File: src/rtl/register_file_param.sv
// Parametrised register file: combinational read ports, one write port, optional
// hardwired-zero r0, optional write-to-read bypass and a DEPTH-cycle soft-clear sweep.
module register_file_param #(
  parameter int DATA_W   = 32,
  parameter int ADDR_W   = 5,
  parameter int NUM_READ = 2,
  parameter int ZERO_REG = 1,
  parameter int BYPASS   = 1
) (
  input  logic                         clk,
  input  logic                         rst,
  input  logic [NUM_READ*ADDR_W-1:0]   rd_addr,
  output logic [NUM_READ*DATA_W-1:0]   rd_data,
  input  logic                         we,
  input  logic [ADDR_W-1:0]            wr_addr,
  input  logic [DATA_W-1:0]            wr_data,
  input  logic                         clr_req,
  output logic                         busy,
  output logic                         clr_done
);

  localparam int DEPTH = 1 << ADDR_W;

  // Handshake: clr_req is only looked at in IDLE; busy is high for exactly DEPTH
  // cycles of sweep, then clr_done is high for one cycle before returning to IDLE.
  typedef enum logic [1:0] {IDLE, CLEAR, DONE} state_t;

  state_t              state_q, state_d;
  logic [ADDR_W-1:0]   idx_q;
  logic [DATA_W-1:0]   mem [DEPTH];
  logic                wr_ok;

  assign wr_ok = (state_q == IDLE) && we && !((ZERO_REG != 0) && (wr_addr == '0));

  always_comb begin
    state_d = state_q;
    case (state_q)
      IDLE:    if (clr_req) state_d = CLEAR;
      CLEAR:   if (idx_q == '1) state_d = DONE;
      DONE:    state_d = IDLE;
      default: state_d = IDLE;
    endcase
  end

  assign busy     = (state_q == CLEAR);
  assign clr_done = (state_q == DONE);

  always_ff @(posedge clk) begin
    if (!rst) begin
      state_q <= IDLE;
      idx_q   <= '0;
      for (int i = 0; i < DEPTH; i++) mem[i] <= '0;
    end else begin
      state_q <= state_d;
      if (state_q == CLEAR) begin
        mem[idx_q] <= '0;
        idx_q      <= idx_q + ADDR_W'(1);
      end else begin
        idx_q <= '0;
      end
      // wr_ok implies IDLE, so it never collides with the sweep write above
      if (wr_ok) mem[wr_addr] <= wr_data;
    end
  end

  for (genvar k = 0; k < NUM_READ; k++) begin : g_rd
    logic [ADDR_W-1:0] ra;
    logic [DATA_W-1:0] rdat;

    assign ra = rd_addr[k*ADDR_W +: ADDR_W];

    always_comb begin
      rdat = mem[ra];
      if ((ZERO_REG != 0) && (ra == '0)) begin
        rdat = '0;
      end else if (state_q == CLEAR) begin
        // the file is logically empty from the first sweep cycle
        rdat = '0;
      end else if ((BYPASS != 0) && (state_q == IDLE) && we && (wr_addr == ra)) begin
        rdat = wr_data;
      end
    end

    assign rd_data[k*DATA_W +: DATA_W] = rdat;
  end

endmodule
File: config.mk
export PLATFORM = sky130hd
export DESIGN_NAME = register_file_param
export DESIGN_NICKNAME = d
export VERILOG_FILES = /design/src/rtl/register_file_param.sv
export SDC_FILE = /design/constraint.sdc
export NUM_CORES = 2
export LEC_CHECK = 0
export ABC_AREA = 1
export CAP_MARGIN = 25
export CORE_ASPECT_RATIO = 0.9
export CORE_MARGIN = 3
export CORE_UTILIZATION = 35
export DETAILED_ROUTE_END_ITERATION = 6
export MAX_ROUTING_LAYER = met4
export PLACE_DENSITY_LB_ADDON = 0.2
export SLEW_MARGIN = 20
export SYNTH_ARGS = -nofsm -noshare
export SYNTH_HDL_FRONTEND = slang
export SYNTH_SLANG_ARGS = --single-unit
File: constraint.sdc
create_clock -name clk -period 3.4 [get_ports clk]
set_input_delay 0.68 -clock clk [delete_from_list [all_inputs] [get_ports clk]]
set_output_delay 0.68 -clock clk [all_outputs]
set_load 0.05 [all_outputs]
# Yosys cells after proc, flatten, opt, wreduce, memory -nomap -nowiden
# Memory sizes are Yosys's and may differ from the RTL's.
# Cells that the tools add are included.
# op_classes
add_sub_neg,1
n_eq_ne,7
n_reduce_logical,13
n_mux,22
# ops
cell,count
32-bit 2-to-1 mux,8
32-bit OR reduction,2
5-bit logical NOT,3
5-bit equality test,2
5-bit 2-to-1 mux,2
1-bit 2-to-1 mux,9
5-bit by 1-bit adder with 5-bit output (second input constant),1
5-bit equality test (second input constant),1
1-bit logical AND,4
2-bit 2-to-1 mux,2
2-bit one-hot mux with 2 select lines,1
2-bit AND reduction,2
2-bit by 1-bit equality test with 1-bit output (second input constant),1
2-bit equality test (second input constant),1
2-bit logical NOT,1
2-bit by 1-bit != test with 1-bit output (second input constant),1
2-bit != test (second input constant),1
1-bit logical NOT,1
# word_totals
ramBits,1024
memories,1
register_bits,7
wordCells,46
# memory_table
name,depth,width,read_ports,rd_clocked_by_memory_dff,write_ports,line_no,rtl
mem,32,32,2,0,32,30,logic [DATA_W-1:0] mem [DEPTH];

# Longest topological paths before layout
# depth
depth_word,8
ltp_mapped,13
ltp_nobuf,11

# Least setup slack after synthesis
# No wires, ideal clock.
# synth_path
path_type,in2out
start,in rd_addr[5]
end,out rd_data[48]
path_stages,11
required_ns,2.720
path_slack_ns,0.040
n_path_buf,3
arrival_time_ns,2.680
path_cell_list,clkbuf_1 -> clkbuf_1 -> clkbuf_1 -> nor2_1 -> nor2_1 -> nand2_1 -> nand3_1 -> nand3_1 -> nand3_1 -> nand2_1 -> a21oi_1
# synth_via
elab_chain_cells,5
word_cells_on_any_way,7
cone_classes,eq/ne: 1; mux: 3; reduce/logical: 2; memory: 1
# synth_rtl
item,line_no,rtl
"start, declared",12,"input logic [NUM_READ*ADDR_W-1:0] rd_addr,"
branches (longest 4 deep; another with memory 32 x 32 bit),n/a,
32-bit 2-to-1 mux *,74,if ((ZERO_REG != 0) && (ra == '0)) begin
"end, declared",13,"output logic [NUM_READ*DATA_W-1:0] rd_data,"
# Mark *: on every way between the ends.

# Worst setup path after layout
# Ends and elaborated chain as after synthesis.

==> results.toml <==
[clock_network]
clk_latency_ns = 0.76
cts_buffers = 118
clock_tree.buffer_depth = 3
clock-root-buffer = "clkbuf_16"
clk_pin_slew_worst_paths_ns = 0.06
ctsHoldBuffers = 0
cts_tree = "done"
clkSinkCount = 1031
htreeDepth = 3

[pwr]
power.density_nw_per_um2 = 454.7
ir_drop_v = 0.0003791
power.total_uw = 33370
p_leak_uw = 0.03148

[global_routing]
grt_pass1_wl_um = 380700
grt_overflow = 0
antenna_found_initial = 3
grt.total_usage = 0.3034
grt_pass1_vias = 54368
grt_max_degree = 91

[sta]
max_slew_margin = 0.4806
fin_ws_ns = -0.01109
finalSetupViolations = 1
min_period_ns = 3.411
rsz0062_at_grt = "true"
fin_crit_sh = 1.003
finalMaxSlewViolations = 0
max_freq_mhz = 293.2
hold_viol = 0
final.setup_skew_ns = 0.02188
worst_pin_slew_ns = 0.7766

[critical_path]
worst_setup_path_start_kind = "input port"
timing.rr.end = "mem[7][19]$_SDFFCE_PN0P_"
cp.required_ns = 2.72
r2r_slack_ns = 0.52
worstRegToRegCells = 12
cp.arrival_ns = 2.73
cp_max_fo = 34
end_kind = "primary output"
timing.rr.start = "state_q[0]$_SDFFE_PN0P_"
critical_path_class = "input port to primary output"

[floorplan]
die_y_um = 398.7
core_area_um2 = 169600
rows = 143
dieArea_um2 = 176300
start_util = 0.3535
die_w_um = 442.3
boundaryPins = 117

[yosys]
ys_warn_count = 0
synth_compound_gate_area_share = 0.02913
synth_ff_type = "edfxtp_1"
syn_area_um2 = 59970
synth-seq-cells = 1031
synthXorXnorAreaFrac = 0.0005842
synthAdderAreaFrac = 0.0004173
synth_cell_type_count = 22
yosys.area_share.simple = 0.3503
synth_mux_area_frac = 0
syn_avg_cell_area_um2 = 7.514
synth_edf_count = 1024
syn_inst = 7981
synth_top_family_by_area = "simple AND/OR/NAND/NOR gates"
ys_seq_area_frac = 0.5151
synthArstFlopShare = 0

[place]
port_buffers = 116
placed_area_um2 = 69360
place.gp.congestion = 0.9315
dp.final_hpwl_um = 170600

[status]
violations = "design-rule violations, negative setup slack"
status = "complete, but fails checks"

[detailed_routing]
vias = 57943
first_iter_violations = 7567
drt.antenna.violating_nets = 0
wl_per_cell_um = 25.46
drc = 1
firstDrtPassIters = 7
totalWireLength_um = 266800
viasPerCell = 5.530

[final_layout]
final_layout_size_suffix_gt1_frac = 0.1102
post-route-util = 0.4327
syn2layout_area_growth_pct = 22.39
layout.nets = 8185
final_cell_area_um2 = 73400
fill_cells = 16689

[job]
drv_cap = 0

[worst_hold_path]
hold_depth = 4
hp-class = "input port to register"
hold_end = "idx_q[4]$_SDFF_PN0_"
hp-start = "rst"
sequential cells by signal, summed over array words and instances, names as in the netlist:
name     cells
idx_q        5
state_q      2
mem       1024
cell usage after synthesis (2+ instances only):
master | instances | area (µm²)
nand3_1 | 1676 | 8388
nand3b_1 | 3 | 22.52
clkbuf_1 | 511 | 1918
nor3_1 | 8 | 40.04
ha_1 | 2 | 25.02
o21ai_0 | 115 | 575.6
edfxtp_1 | 1024 | 30750
inv_1 | 979 | 3675
nor2_1 | 1090 | 4091
nand2_1 | 2212 | 8303
xor2_1 | 4 | 35.03
a21oi_1 | 63 | 315.3
buf_1 | 47 | 176.4
buf_2 | 95 | 475.5
or2_2 | 20 | 125.1
o211ai_1 | 114 | 855.8
nor3b_1 | 2 | 15.01
dfxtp_1 | 7 | 140.1
nand4_1 | 3 | 18.77
clkinv_1 | 4 | 15.01
per-stage QoR:
stage	std cells	worst slack, ns	TNS [ns]	hold slack [ns]
after detailed placement	10253	-0.1944	-43.64	0.4717
final	10477	-0.01109	-0.01109	0.3886
after global placement	10253	-0.1808	-56.10	0.4593
after global routing	10477	-0.02261	-0.02648	0.3846
after CTS	10471	0.01297	0	0.3503
after floorplan	8012	0.03961	0	0.4300
final cells by class:
| cell class | instances | area [µm²] | area share |
|---|---|---|---|
| Sequential cell | 1031 | 30890 | 0.4209 |
| Multi-Input combinational cell | 5344 | 23230 | 0.3165 |
| Timing Repair Buffer | 653 | 9041 | 0.1232 |
| Inverter | 984 | 3741 | 0.05097 |
| Clock buffer | 140 | 3099 | 0.04223 |
| Tap cell | 2247 | 2811 | 0.03831 |
| Clock inverter | 76 | 575.6 | 0.007842 |
| Antenna cell | 2 | 5.005 | 0.00006819 |
how the worst max path moves through the flow:
stage          depth (start not counted)                       end       start
3_3_place_gp                          13  mem[7][12]$_SDFFCE_PN0P_  wr_addr[0]
6_report                              12               rd_data[48]  rd_addr[5]
4_1_cts                               11               rd_data[54]  rd_addr[5]
5_1_grt                               14               rd_data[44]  rd_addr[6]
2_1_floorplan                         11               rd_data[48]  rd_addr[5]
3_5_place_dp                          13  mem[7][12]$_SDFFCE_PN0P_  wr_addr[0]
power breakdown:
part           switching, µW  leakage (µW)  internal (µW)
clock network           5510       0.00181           7040
logic                   4160        0.0190           2110
registers                145        0.0106          14400
total                   9810        0.0315          23600
cells in the final DEF, fill, tap and decap left out, drive strengths merged, types with 2 or more instances in the layout:
cell type and count:
clkbuf 144, diode 2, xor2 4, edfxtp 1024
ha 2, buf 607, dfxtp 7, bufinv 8
clkdlybuf4s50 40, nand4 3, nand2 2212, or2 20
nand3b 3, a21oi 63, conb 32, o21ai 115
nor2 1090, inv 985, nand3 1676, nor3 8
o211ai 114, clkinvlp 5, nor3b 2, clkinv 62
repair_timing:
| action | 4_1_cts | 5_1_grt |
|---|---|---|
| pin swaps | 1 | 1 |
| resized for setup | 7 | 45 |
| gates cloned | 1 | 4 |
| buffers inserted | 1 | 0 |
| setup endpoints to repair | 26 | 53 |
worst max-delay path, cell delays in order:
cell and delay, ns:
buf_8 0.13, buf_16 0.17, buf_16 0.21, buf_4 0.17, nand2_1 0.07, nand3_1 0.07
nand3_1 0.10, nand3_1 0.15, nand3_1 0.31, nand2_1 0.14, a21oi_1 0.24, buf_12 0.17
kinds of logic (layout without fill, tap and decap cells):
logic type,Yosys count,count (layout)
fa+ha+maj,2,2
flops,1031,1031
compound gates,292,292
buf+inv,1637,1853
xor+xnor,4,4
other cells,1,34
simple gates,5014,5014
layer usage:
layer | vias to the layer above | GRT usage | routed length, µm
met5 | - | - | 0
met1 | 27648 | 0.3887 | 103700
li1 | 25926 | - | -
met4 | 0 | 0.1597 | 16510
met3 | 776 | 0.04971 | 28510
met2 | 3593 | 0.4633 | 118100
No activity file was read; power rests on OpenSTA's default activity.
